==> src/rtl/ex1_sequencer_if.sv <==
// Command handshake and sequenced-output bundle for ex1_sequencer.
// The master modport belongs to the command source, and the slave modport belongs to the sequencer.
interface ex1_sequencer_if;
   logic       cmd_valid;
   logic [1:0] cmd_mode;
   logic [7:0] cmd_data;
   logic       cmd_ready;
   logic [7:0] out;
   logic       step;
   logic       busy;

   modport master (
      output cmd_valid, cmd_mode, cmd_data,
      input  cmd_ready, out, step, busy
   );

   modport slave (
      input  cmd_valid, cmd_mode, cmd_data,
      output cmd_ready, out, step, busy
   );
endinterface

==> src/rtl/ex1_sequencer.sv <==
// Prescaled output sequencer: loads a start value, then counts up, counts down or rotates left
// once every DIV cycles. A new command can be accepted in IDLE or RUN.
module ex1_sequencer #(
   parameter int unsigned DIV = 4
) (
   input  logic           clk,
   input  logic           reset,
   ex1_sequencer_if.slave bus
);

   localparam int unsigned PW       = (DIV > 1) ? $clog2(DIV) : 1;
   localparam logic [PW-1:0] PRE_LAST = PW'(DIV - 1);

   typedef enum logic [1:0] {
      ST_IDLE = 2'b00,
      ST_LOAD = 2'b01,
      ST_RUN  = 2'b10
   } state_t;

   typedef enum logic [1:0] {
      MODE_HOLD = 2'b00,
      MODE_UP   = 2'b01,
      MODE_DOWN = 2'b10,
      MODE_ROTL = 2'b11
   } mode_t;

   state_t        state_q, state_d;
   mode_t         mode_q, mode_d;
   logic [7:0]    data_q, data_d;
   logic [7:0]    out_q, out_d;
   logic [PW-1:0] pre_q, pre_d;
   logic          step_q, step_d;
   logic          ready_q, ready_d;
   logic          busy_q, busy_d;
   logic          accept_c;
   logic [7:0]    stepped_c;

   // Next output value for the latched mode.
   always_comb begin
      stepped_c = out_q;
      case (mode_q)
         MODE_UP:   stepped_c = out_q + 8'd1;
         MODE_DOWN: stepped_c = out_q - 8'd1;
         MODE_ROTL: stepped_c = {out_q[6:0], out_q[7]};
         default:   stepped_c = out_q;
      endcase
   end

   // Next-state and datapath control; an accept in RUN pre-empts a pending step.
   always_comb begin
      state_d  = state_q;
      mode_d   = mode_q;
      data_d   = data_q;
      out_d    = out_q;
      pre_d    = pre_q;
      step_d   = 1'b0;
      accept_c = bus.cmd_valid && ready_q;

      case (state_q)
         ST_IDLE: begin
            pre_d = '0;
            if (accept_c) begin
               mode_d  = mode_t'(bus.cmd_mode);
               data_d  = bus.cmd_data;
               state_d = ST_LOAD;
            end
         end
         ST_LOAD: begin
            pre_d = '0;
            if (mode_q != MODE_HOLD) begin
               out_d   = data_q;
               state_d = ST_RUN;
            end else begin
               state_d = ST_IDLE;
            end
         end
         ST_RUN: begin
            if (accept_c) begin
               mode_d  = mode_t'(bus.cmd_mode);
               data_d  = bus.cmd_data;
               state_d = ST_LOAD;
            end else if (pre_q == PRE_LAST) begin
               pre_d  = '0;
               out_d  = stepped_c;
               step_d = 1'b1;
            end else begin
               pre_d = pre_q + PW'(1);
            end
         end
         default: begin
            state_d = ST_IDLE;
            pre_d   = '0;
         end
      endcase

      ready_d = (state_d != ST_LOAD);
      busy_d  = (state_d != ST_IDLE);
   end

   always_ff @(posedge clk) begin
      if (reset) begin
         state_q <= ST_IDLE;
         mode_q  <= MODE_HOLD;
         data_q  <= 8'h00;
         out_q   <= 8'h00;
         pre_q   <= '0;
         step_q  <= 1'b0;
         ready_q <= 1'b1;
         busy_q  <= 1'b0;
      end else begin
         state_q <= state_d;
         mode_q  <= mode_d;
         data_q  <= data_d;
         out_q   <= out_d;
         pre_q   <= pre_d;
         step_q  <= step_d;
         ready_q <= ready_d;
         busy_q  <= busy_d;
      end
   end

   assign bus.out       = out_q;
   assign bus.step      = step_q;
   assign bus.cmd_ready = ready_q;
   assign bus.busy      = busy_q;

endmodule
==> src/flat_wrapper.sv <==
// flat-port wrapper written by rule: the top's interface ports become plain ports
module ex1_sequencer_flat 
#(
   parameter int unsigned DIV = 4
)
  (clk, reset, bus_cmd_valid, bus_cmd_mode, bus_cmd_data, bus_cmd_ready, bus_out, bus_step, bus_busy);
  ex1_sequencer_if bus_i ();
  input  logic clk;
  input  logic reset;
  input wire logic [$bits(bus_i.cmd_valid)-1:0] bus_cmd_valid;
  input wire logic [$bits(bus_i.cmd_mode)-1:0] bus_cmd_mode;
  input wire logic [$bits(bus_i.cmd_data)-1:0] bus_cmd_data;
  output wire logic [$bits(bus_i.cmd_ready)-1:0] bus_cmd_ready;
  output wire logic [$bits(bus_i.out)-1:0] bus_out;
  output wire logic [$bits(bus_i.step)-1:0] bus_step;
  output wire logic [$bits(bus_i.busy)-1:0] bus_busy;
  assign bus_i.cmd_valid = bus_cmd_valid;
  assign bus_i.cmd_mode = bus_cmd_mode;
  assign bus_i.cmd_data = bus_cmd_data;
  assign bus_cmd_ready = bus_i.cmd_ready;
  assign bus_out = bus_i.out;
  assign bus_step = bus_i.step;
  assign bus_busy = bus_i.busy;
  ex1_sequencer #(.DIV(DIV)) u_core (.clk(clk), .reset(reset), .bus(bus_i));
endmodule
==> config.mk <==
export PLATFORM = sky130hd
export DESIGN_NAME = ex1_sequencer_flat
export DESIGN_NICKNAME = d
export VERILOG_FILES = /design/src/rtl/ex1_sequencer_if.sv /design/src/rtl/ex1_sequencer.sv /design/src/flat_wrapper.sv
export SDC_FILE = /design/constraint.sdc
export NUM_CORES = 1
export LEC_CHECK = 0
export BUFFER_PORTS_ARGS = -buffer_cell sky130_fd_sc_hd__buf_4
export CORE_AREA = 2 2 57 59
export DETAILED_ROUTE_END_ITERATION = 6
export DIE_AREA = 0 0 59 61
export PLACE_DENSITY = 0.79
export REMOVE_ABC_BUFFERS = 1
export SYNTH_ARGS = -nofsm -noshare
export SYNTH_HDL_FRONTEND = slang
export SYNTH_SLANG_ARGS = --single-unit
==> constraint.sdc <==
create_clock -name clk -period 6.3 [get_ports clk]
set_input_delay 1.89 -clock clk [delete_from_list [all_inputs] [get_ports clk]]
set_output_delay 1.89 -clock clk [all_outputs]
set_load 0.03 [all_outputs]
# ---- Word-level counts from Yosys, hierarchy flattened
# Cells that the tools add are included.
dict set report totals {
  reg_bits 25
  out_inout_bits 11
  inputBits 13
}
dict set report op_classes {
  n_bitwise 1
  n_reduce_logical 10
  mux 10
  n_eq_ne 11
  addsub 3
}
# op count
set op_table {}
lappend op_table {{8-bit 2-to-1 mux} 3}
lappend op_table {{8-bit one-hot mux with 3 select lines} 1}
lappend op_table {{8-bit one-hot mux with 2 select lines} 1}
lappend op_table {{8-bit by 1-bit adder with 8-bit output, second input constant} 1}
lappend op_table {{2-bit equality test, second input constant} 4}
lappend op_table {{8-bit by 1-bit subtractor with 8-bit output, second input constant} 1}
lappend op_table {{2-bit 2-to-1 mux} 3}
lappend op_table {{2-bit by 1-bit inequality test with 1-bit output, second input constant} 3}
lappend op_table {{2-bit nonzero test} 3}
lappend op_table {{5-bit AND reduction} 1}
lappend op_table {{2-bit by 1-bit equality test with 1-bit output, second input constant} 2}
lappend op_table {{4-bit inequality test, second input constant} 1}
lappend op_table {{2-bit one-hot mux with 2 select lines} 1}
lappend op_table {{2-bit OR reduction} 2}
lappend op_table {{3-bit OR reduction} 1}
lappend op_table {{2-bit by 1-bit adder with 2-bit output, second input constant} 1}
lappend op_table {{2-bit zero test} 1}
lappend op_table {{2-bit inequality test, second input constant} 1}
lappend op_table {{2-bit AND reduction} 1}
lappend op_table {{1-bit logical AND} 1}
lappend op_table {{1-bit 2-to-1 mux} 1}
lappend op_table {{1-bit inverter} 1}

# ---- Logic depth before layout (Yosys ltp)
# Gate-level depths: netlist of run 1.
dict set report depth {
  ltp_word 5
  mapped_depth 11
}

# ---- Worst setup path before layout of run 1
# Ideal clock, no wire load.
dict set report synth_path {
  path_kind {in2reg}
  startpoint {in bus_cmd_valid}
  endpoint {reg u_core.out_q[4], in the netlist u_core.bus.out[4]}
  slack_ps 2961
  path_stages 6
  arrival_ps 3269
  path_buffers 1
  required_time_ps 6230
  cell_sequence {a21bo_1 -> o21a_1 -> or2_1 -> buf_6 -> or4b_1 -> a21oi_1}
}
dict set report synth_via {
  elab_chain_len 3
}
# element line_no
set synth_lines {}
lappend synth_lines {{start: declaration} flat_wrapper.sv:10} ;# input wire logic [$bits(bus_i.cmd_valid)-1:0] bus_cmd_valid;
lappend synth_lines {{1-bit logical AND} ex1_sequencer.sv:57} ;# accept_c = bus.cmd_valid && ready_q;
lappend synth_lines {{2-bit inequality test (no line)} -}
lappend synth_lines {{5-bit AND reduction (no line)} -}
lappend synth_lines {{end signal: assignment} ex1_sequencer.sv:114} ;# out_q <= out_d;
lappend synth_lines {{end: declaration} ex1_sequencer.sv:30} ;# logic [7:0] out_q, out_d;
# No other way between the ends.
# A chain may end at the register's enable or synchronous reset.

# ---- Worst setup path in the final report of run 1
dict set report layout_path {
  startpoint {reg u_core.out_q[3], in the netlist u_core.bus.out[3]}
  endpoint {out bus_out[3]}
}
# element line_no
set layout_lines {}
lappend layout_lines {{end: declaration} flat_wrapper.sv:14} ;# output wire logic [$bits(bus_i.out)-1:0] bus_out;
# No word-level cell between the ends.

==> impl_metrics.env, run 1 <==
export IMPL_status="finished clean"
export IMPL_ant_nets=0
export IMPL_number_of_setup_buffers_added_after_cts=0
export IMPL_synth_cell_type_count=47
export IMPL_site_row_count=20
export IMPL_detail_route_iter0_violations=153
export IMPL_worst_slew_margin_rel_pct=53.8
export IMPL_cts_tree="yes"
export IMPL_timing_setup_critical_path_class="reg2out"
export IMPL_worst_hold_path_type="reg2reg"
export IMPL_end_kind="primary output"
export IMPL_detail_route_vias_per_cell=5.81
export IMPL_routed_wl_microns=3590
export IMPL_initial_core_util_pct=57.2
export IMPL_layout_nets=260
export IMPL_internal_power_mw=0.244
export IMPL_crit_path_start_kind="flop"
export IMPL_port_buffer_count=23
export IMPL_critical_path_slowest_cell="sky130_fd_sc_hd__dfxtp_1"
export IMPL_setup_tns_ns=0
export IMPL_grt_max_degree=22
export IMPL_synth_async_reset_ratio_pct=0
export IMPL_path_delay_family="flip-flops"
export IMPL_worst_setup_hold_path_clk_slew_ns=0.13
export IMPL_cts_root_buf="sky130_fd_sc_hd__clkbuf_4"
export IMPL_synth_enable_flop_cells=0
export IMPL_globalplace_congestion=0.822
export IMPL_crit_required_ns=4.41
export IMPL_cts_inserted_buffers=3
export IMPL_critPathBufInv=1
export IMPL_multi_input_gate_area_in_the_final_layout_sq_um=1090
export IMPL_p_per_area_nw_per_um2=205
export IMPL_power_total_mw=0.381
export IMPL_routed_wire_per_std_cell_microns=13.3
export IMPL_synthMostInstantiatedCell="sky130_fd_sc_hd__nand2_1"
export IMPL_first_global_vias=1281
export IMPL_grt_first_pass_wirelength_microns=5970
export IMPL_switching_power_mw=0.137
export IMPL_timing_critical_path_arrival_ns=1.31
export IMPL_power_leakage_nw=0.723
export IMPL_clock_sinks=25
export IMPL_power_share_combinational_pct=31.6
export IMPL_yosys_warnings=0
export IMPL_vias=1563
export IMPL_achievable_frequency_ghz=0.313
export IMPL_fillers=281
export IMPL_final_clock_period_utilization_by_the_worst_path_pct=50.8
export IMPL_syn_mean_instance_area_sq_um=7.51
export IMPL_layout_area_seq_sq_um=500
export IMPL_drive_above_1_share_pct=11.9
export IMPL_switching_share_pct=36.0
export IMPL_hold_buffers=0
export IMPL_synth_cells_most_frequent="37 x sky130_fd_sc_hd__nand2_1, 25 x sky130_fd_sc_hd__dfxtp_1, 21 x sky130_fd_sc_hd__a21oi_1"
export IMPL_initial_antenna_violation_count=0
export IMPL_die_h_microns=61
export IMPL_report_final_setup_viol=0
export IMPL_antennaDiodeCount=0
export IMPL_drcViolationCount=0
export IMPL_dp_hpwl_microns=2460
export IMPL_netlist_area_sq_um=1690
export IMPL_max_clock_skew_ns=0.0106
export IMPL_design_die_area_sq_um=3600
export IMPL_postSynth_topFlopCell="sky130_fd_sc_hd__dfxtp_1"
export IMPL_htree_num_levels=1
export IMPL_fin_ws_ns=3.10
export IMPL_slew_violations=0
export IMPL_area_growth_pct=9.84
export IMPL_yosys_area_top_type_share_pct=29.6
export IMPL_synthesis_instances=225
export IMPL_fin_crit_ns=3.20
export IMPL_post_cts_resized=0
export IMPL_cell_type_with_the_highest_aggregate_area_in_the_netlist="sky130_fd_sc_hd__dfxtp_1"
export IMPL_worstMarginPinSlew_ns=0.694
export IMPL_num_io_pins=24
export IMPL_critPathMaxFanout=19
export IMPL_track_usage_pct=21.4
export IMPL_worstPathCellList="buf_4"
export IMPL_synth_ff_latch_count=25
export IMPL_core_area_sq_um=2950
export IMPL_power_share_sequential_pct=49.7
export IMPL_clockPowerShare_pct=18.7
export IMPL_drt_pass1_iter_count=4
export IMPL_timing_final_hold_violations=0
export IMPL_seq_area_frac_synth_pct=29.6
export IMPL_synth_area_leaders="sky130_fd_sc_hd__dfxtp_1 30%, sky130_fd_sc_hd__nand2_1 8.2%, sky130_fd_sc_hd__ha_1 7.4%"
export IMPL_timing_hold_ws_ns=0.470
export IMPL_clock_tree_buf_depth=2
export IMPL_dp_slack_ns=2.79
export IMPL_rsz0062_at_grt="false"
export IMPL_vdd_ir_drop_max_v=0.000118
export IMPL_clock_latency_ns=0.32
export IMPL_remaining_overflow_grt=0
export IMPL_die_w_microns=59
export IMPL_max_cap_viol_count=0
export IMPL_slowest_delay_ns=0.72
==> metrics by stage <==
step           util (%)  cells  area [sq um]
2_1_floorplan         -    209          1620
3_3_place_gp       62.0    265          1830
3_5_place_dp       62.0    265          1830
4_1_cts            62.9    269          1860
5_1_grt            62.9    269          1860
6_report           62.9    269          1860
==> final timing paths <==
kind / from / end / slack, ns / cells past startpoint
max: u_core.bus.out[3] / bus_out[3] / 3.10 / 1
min: u_core.pre_q[1] / u_core.pre_q[1] / 0.47 / 2
max reg2reg: u_core.mode_q[0] / u_core.bus.out[6] / 3.43 / 9
min reg2reg: u_core.pre_q[1] / u_core.pre_q[1] / 0.47 / 2
==> placed cells by master (no fill, tap or decap), types with 3 or more instances in the layout <==
master and instances:
sky130_fd_sc_hd__nor4b_1 4, sky130_fd_sc_hd__a21oi_1 21, sky130_fd_sc_hd__inv_1 7, sky130_fd_sc_hd__clkbuf_4 3, sky130_fd_sc_hd__nor2b_1 5, sky130_fd_sc_hd__ha_1 10
sky130_fd_sc_hd__nor2_1 16, sky130_fd_sc_hd__nor3_1 6, sky130_fd_sc_hd__nand2_1 37, sky130_fd_sc_hd__dfxtp_1 25, sky130_fd_sc_hd__a22o_1 3, sky130_fd_sc_hd__o21ai_0 10
sky130_fd_sc_hd__buf_4 23, sky130_fd_sc_hd__or3_1 3, sky130_fd_sc_hd__nand3_1 5, sky130_fd_sc_hd__nand2b_1 6, sky130_fd_sc_hd__a31oi_1 3, sky130_fd_sc_hd__xor2_1 5
sky130_fd_sc_hd__a211oi_1 6, sky130_fd_sc_hd__o211ai_1 4, sky130_fd_sc_hd__nor4_1 4
==> layer usage <==
layer | track usage (%) | vias up | wire (microns)
li1 | - | 822 | -
met1 | 31.8 | 706 | 1820
met2 | 32.9 | 31 | 1630
met3 | 1.92 | 4 | 94
met4 | 6.82 | 0 | 48
met5 | 0 | - | 0
==> state kept, by name, indices dropped and copies added, names as in the netlist <==
| name | cells |
|---|---|
| u_core.data_q | 8 |
| u_core.state_q | 2 |
| u_core.bus.cmd_ready | 1 |
| u_core.bus.busy | 1 |
| u_core.bus.step | 1 |
| u_core.pre_q | 2 |
| u_core.bus.out | 8 |
| u_core.mode_q | 2 |
==> power groups by stage <==
stage | logic, mW | registers, mW | clock network [mW]
finish | 0.121 | 0.190 | 0.0711
global route | 0.135 | 0.193 | 0.0808
CTS | 0.120 | 0.189 | 0.0731
detailed placement | 0.119 | 0.193 | 0
global placement | 0.117 | 0.193 | 0
floorplan | 0.0746 | 0.200 | 0
==> layout make-up <==
| cell class | count | area share, % |
|---|---|---|
| tap | 33 | 2.22 |
| sequential | 25 | 27.0 |
| clock buffer | 4 | 1.42 |
| timing repair buffer | 23 | 9.30 |
| inverter | 7 | 1.42 |
| multi-input combinational | 177 | 58.7 |
==> cells by family (layout without fill, tap and decap cells) <==
kind of cell               after synthesis  after routing  share of synthesized area, %
and+or+nand+nor                         96             96                          28.4
AOI/OAI and AO/OA                       63             63                          24.4
DFF                                     25             25                          29.6
buffers and inverters                   23             34                          5.92
adders and majority gates               10             10                          7.40
xor gates and xnor gates                 6              6                          3.11
muxes                                    2              2                          1.18
Note: power is estimated with default switching activity, not from simulation.
==> run 2, diff against run 1 <==
- ABC_AREA: unset -> 1
- CORE_AREA: 2 2 57 59 -> 2 2 56 58
- DIE_AREA: 0 0 59 61 -> 0 0 58 60
- PLACE_DENSITY: 0.79 -> 0.76
- clock period: 6.3 -> 3.1 ns (I/O delays scaled with it)
==> run 2 against run 1 <==
Die area decreased by 3.3%. Largest power group unchanged. Combinational power increased to 3.2 times the previous value. Count of clock-buffer cells in the layout unchanged. Synthesized cell count increased by 4.4%. First-iteration DRC count decreased by 58%. Utilization decreased by 3.0 points. Critical endpoint is now u_core.bus.out[4]. Highest routed layer unchanged.
==> impl_metrics.env, run 2 <==
export IMPL_number_of_setup_buffers_added_after_cts=0
export IMPL_globalplace_congestion=0.828
export IMPL_site_row_count=20
export IMPL_yosys_warnings=0
export IMPL_die_h_microns=60
export IMPL_rsz0062_at_grt="false"
export IMPL_endpoint_of_the_worst_slack_reg_to_reg_timing_path="u_core.bus.out[4]"
export IMPL_ant_nets=0
export IMPL_vias=1507
export IMPL_detail_route_vias_per_cell=5.21
export IMPL_layout_nets=280
export IMPL_worst_hold_path_type="reg2reg"
export IMPL_cell_type_with_the_highest_aggregate_area_in_the_netlist="sky130_fd_sc_hd__dfxtp_1"
export IMPL_setup_tns_ns=0
export IMPL_remaining_overflow_grt=0
export IMPL_cts_root_buf="sky130_fd_sc_hd__clkbuf_4"
export IMPL_drive_above_1_share_pct=14.1
export IMPL_synth_area_leaders="sky130_fd_sc_hd__dfxtp_1 33%, sky130_fd_sc_hd__nand2_1 13%, sky130_fd_sc_hd__a21oi_1 8.2%"
export IMPL_crit_required_ns=3.35
export IMPL_max_cap_viol_count=0
export IMPL_syn_mean_instance_area_sq_um=6.53
export IMPL_worstPathCellList="inv_1 > ha_1 > nand2_1 > nand2_1 > inv_1 > ha_1 > a21oi_1 > o21ai_0 > inv_1 > nand2_1 > nand3_1 > nand2_1 > a21oi_1"
export IMPL_routed_wl_microns=3250
export IMPL_worst_hold_path_num_cells=2
export IMPL_clock_latency_ns=0.31
export IMPL_port_buffer_count=23
export IMPL_grt_first_pass_wirelength_microns=5580
export IMPL_vdd_ir_drop_max_v=0.000400
export IMPL_synth_enable_flop_cells=0
export IMPL_synth_async_reset_ratio_pct=0
export IMPL_timing_critical_path_arrival_ns=2.43
export IMPL_regToRegSetupSlack_ns=0.92
export IMPL_max_clock_skew_ns=0.00143
export IMPL_grt_max_degree=20
export IMPL_initial_core_util_pct=52.8
export IMPL_crit_reg2reg_launch="u_core.mode_q[0]"
export IMPL_crit_path_start_kind="flop"
export IMPL_synth_cell_type_count=26
export IMPL_synth_ff_latch_count=25
export IMPL_power_leakage_nw=0.840
export IMPL_hold_buffers=0
export IMPL_dp_hpwl_microns=2450
export IMPL_seq_area_frac_synth_pct=32.6
export IMPL_fillers=301
export IMPL_timing_setup_critical_path_class="reg2reg"
export IMPL_first_global_vias=1318
export IMPL_worst_slew_margin_rel_pct=69.8
export IMPL_p_per_area_nw_per_um2=544
export IMPL_layout_cell_area_non_filler_sq_um=1740
export IMPL_status="finished clean"
export IMPL_layout_area_seq_sq_um=500
export IMPL_layout_common_cells="53 x sky130_fd_sc_hd__nand2_1, 33 x sky130_fd_sc_hd__nor2_1, 27 x sky130_fd_sc_hd__inv_1, 25 x sky130_fd_sc_hd__a21oi_1, 25 x sky130_fd_sc_hd__dfxtp_1"
export IMPL_core_area_sq_um=2900
export IMPL_routed_wire_per_std_cell_microns=11.2
export IMPL_worstMarginPinSlew_ns=0.452
export IMPL_postSynth_topFlopCell="sky130_fd_sc_hd__dfxtp_1"
export IMPL_drcViolationCount=0
export IMPL_dpl_cell_area_sq_um=1710
export IMPL_die_w_microns=58
export IMPL_timing_final_hold_violations=0
export IMPL_yosys_area_top_type_share_pct=32.6
export IMPL_multi_input_gate_area_in_the_final_layout_sq_um=882
export IMPL_synthesis_instances=235
export IMPL_drt_pass1_iter_count=4
export IMPL_post_route_util_pct=59.9
export IMPL_critPathMaxFanout=12
export IMPL_rr_worst_depth=13
export IMPL_slowest_delay_ns=0.45
export IMPL_num_io_pins=24
export IMPL_hold_path_startpoint="u_core.pre_q[1]"
export IMPL_mostFrequentLayoutCell="sky130_fd_sc_hd__nand2_1"
export IMPL_synth_cells_most_frequent="53 x sky130_fd_sc_hd__nand2_1, 33 x sky130_fd_sc_hd__nor2_1, 27 x sky130_fd_sc_hd__inv_1"
export IMPL_clock_tree_buf_depth=2
export IMPL_cts_tree="yes"
export IMPL_achievable_frequency_ghz=0.459
export IMPL_clock_sinks=25
export IMPL_synthMostInstantiatedCell="sky130_fd_sc_hd__nand2_1"
export IMPL_initial_antenna_violation_count=0
export IMPL_cts_inserted_buffers=3
export IMPL_slew_violations=0
export IMPL_fin_crit_ns=2.18
export IMPL_hold_ep="u_core.pre_q[1]"
export IMPL_antennaDiodeCount=0
export IMPL_detail_route_iter0_violations=64
export IMPL_area_growth_pct=13.4
export IMPL_critical_path_slowest_cell="sky130_fd_sc_hd__ha_1"
export IMPL_design_die_area_sq_um=3480
export IMPL_critical_path_top_cell_by_count="sky130_fd_sc_hd__nand2_1"
export IMPL_final_clock_period_utilization_by_the_worst_path_pct=70.2
export IMPL_netlist_area_sq_um=1530
export IMPL_htree_num_levels=1
export IMPL_worst_setup_hold_path_clk_slew_ns=0.13
export IMPL_post_cts_resized=0
export IMPL_report_final_setup_viol=0
export IMPL_end_kind="flop"
export IMPL_track_usage_pct=20.2
[run 2: per-stage QoR]
step                hold slack, ns  power (mW)  worst slack (ns)  instances
detailed placement           0.463       0.807             0.875        285
global route                 0.511        1.02             0.686        289
global placement             0.460       0.804             0.893        285
floorplan                    0.443       0.692              1.15        228
CTS                          0.482       0.952             0.937        289
finish                       0.479       0.946             0.923        289
[run 2: kinds of logic (layout without fill, tap and decap cells)]
kind of cell	count (synthesis)	count (layout)	synth area share, %
AOI/OAI and AO/OA	54	54	18.9
buffers and inverters	36	57	9.87
xor gates and xnor gates	2	2	1.14
adders and majority gates	10	10	8.16
DFF	25	25	32.6
and+or+nand+nor	108	108	29.3
[run 2: layout make-up]
class	count	share of cell area, %
Multi-Input combinational cell	174	50.7
Timing Repair Buffer	24	10.4
Clock buffer	4	1.51
Sequential cell	25	28.8
Tap cell	33	2.37
Inverter	29	6.26
[run 2: worst max path at each step]
stage	start	endpoint	slack, ns	depth (start not counted)
2_1_floorplan	bus_cmd_valid	u_core.bus.out[3]	1.15	6
6_report	u_core.mode_q[0]	u_core.bus.out[4]	0.92	13
5_1_grt	u_core.mode_q[0]	u_core.bus.out[4]	0.69	13
4_1_cts	u_core.mode_q[0]	u_core.bus.out[4]	0.94	13
3_5_place_dp	bus_cmd_valid	u_core.mode_q[1]	0.88	6
3_3_place_gp	bus_cmd_valid	u_core.mode_q[1]	0.89	6
[run 2: worst max-delay path: cells and delay by family, from the launching register on]
kind	cells	cell delay, ns
adders and majority gates	2	0.61
buffers and inverters	3	0.23
DFF	1	0.34
AOI/OAI and AO/OA	3	0.50
and+or+nand+nor	5	0.43
[run 2: power by group]
part	switching (mW)	total, mW	internal (mW)
combinational	0.245	0.389	0.144
sequential	0.0459	0.414	0.368
clock	0.0929	0.143	0.0503
total	0.384	0.946	0.562
[run 2: routing by layer]
| metal | vias to the layer above | GRT usage, % | wire [microns] |
|---|---|---|---|
| li1 | 794 | - | - |
| met1 | 674 | 25.6 | 1510 |
| met2 | 35 | 36.7 | 1550 |
| met3 | 4 | 1.52 | 152 |
| met4 | 0 | 5.98 | 31 |
| met5 | - | 0 | 0 |
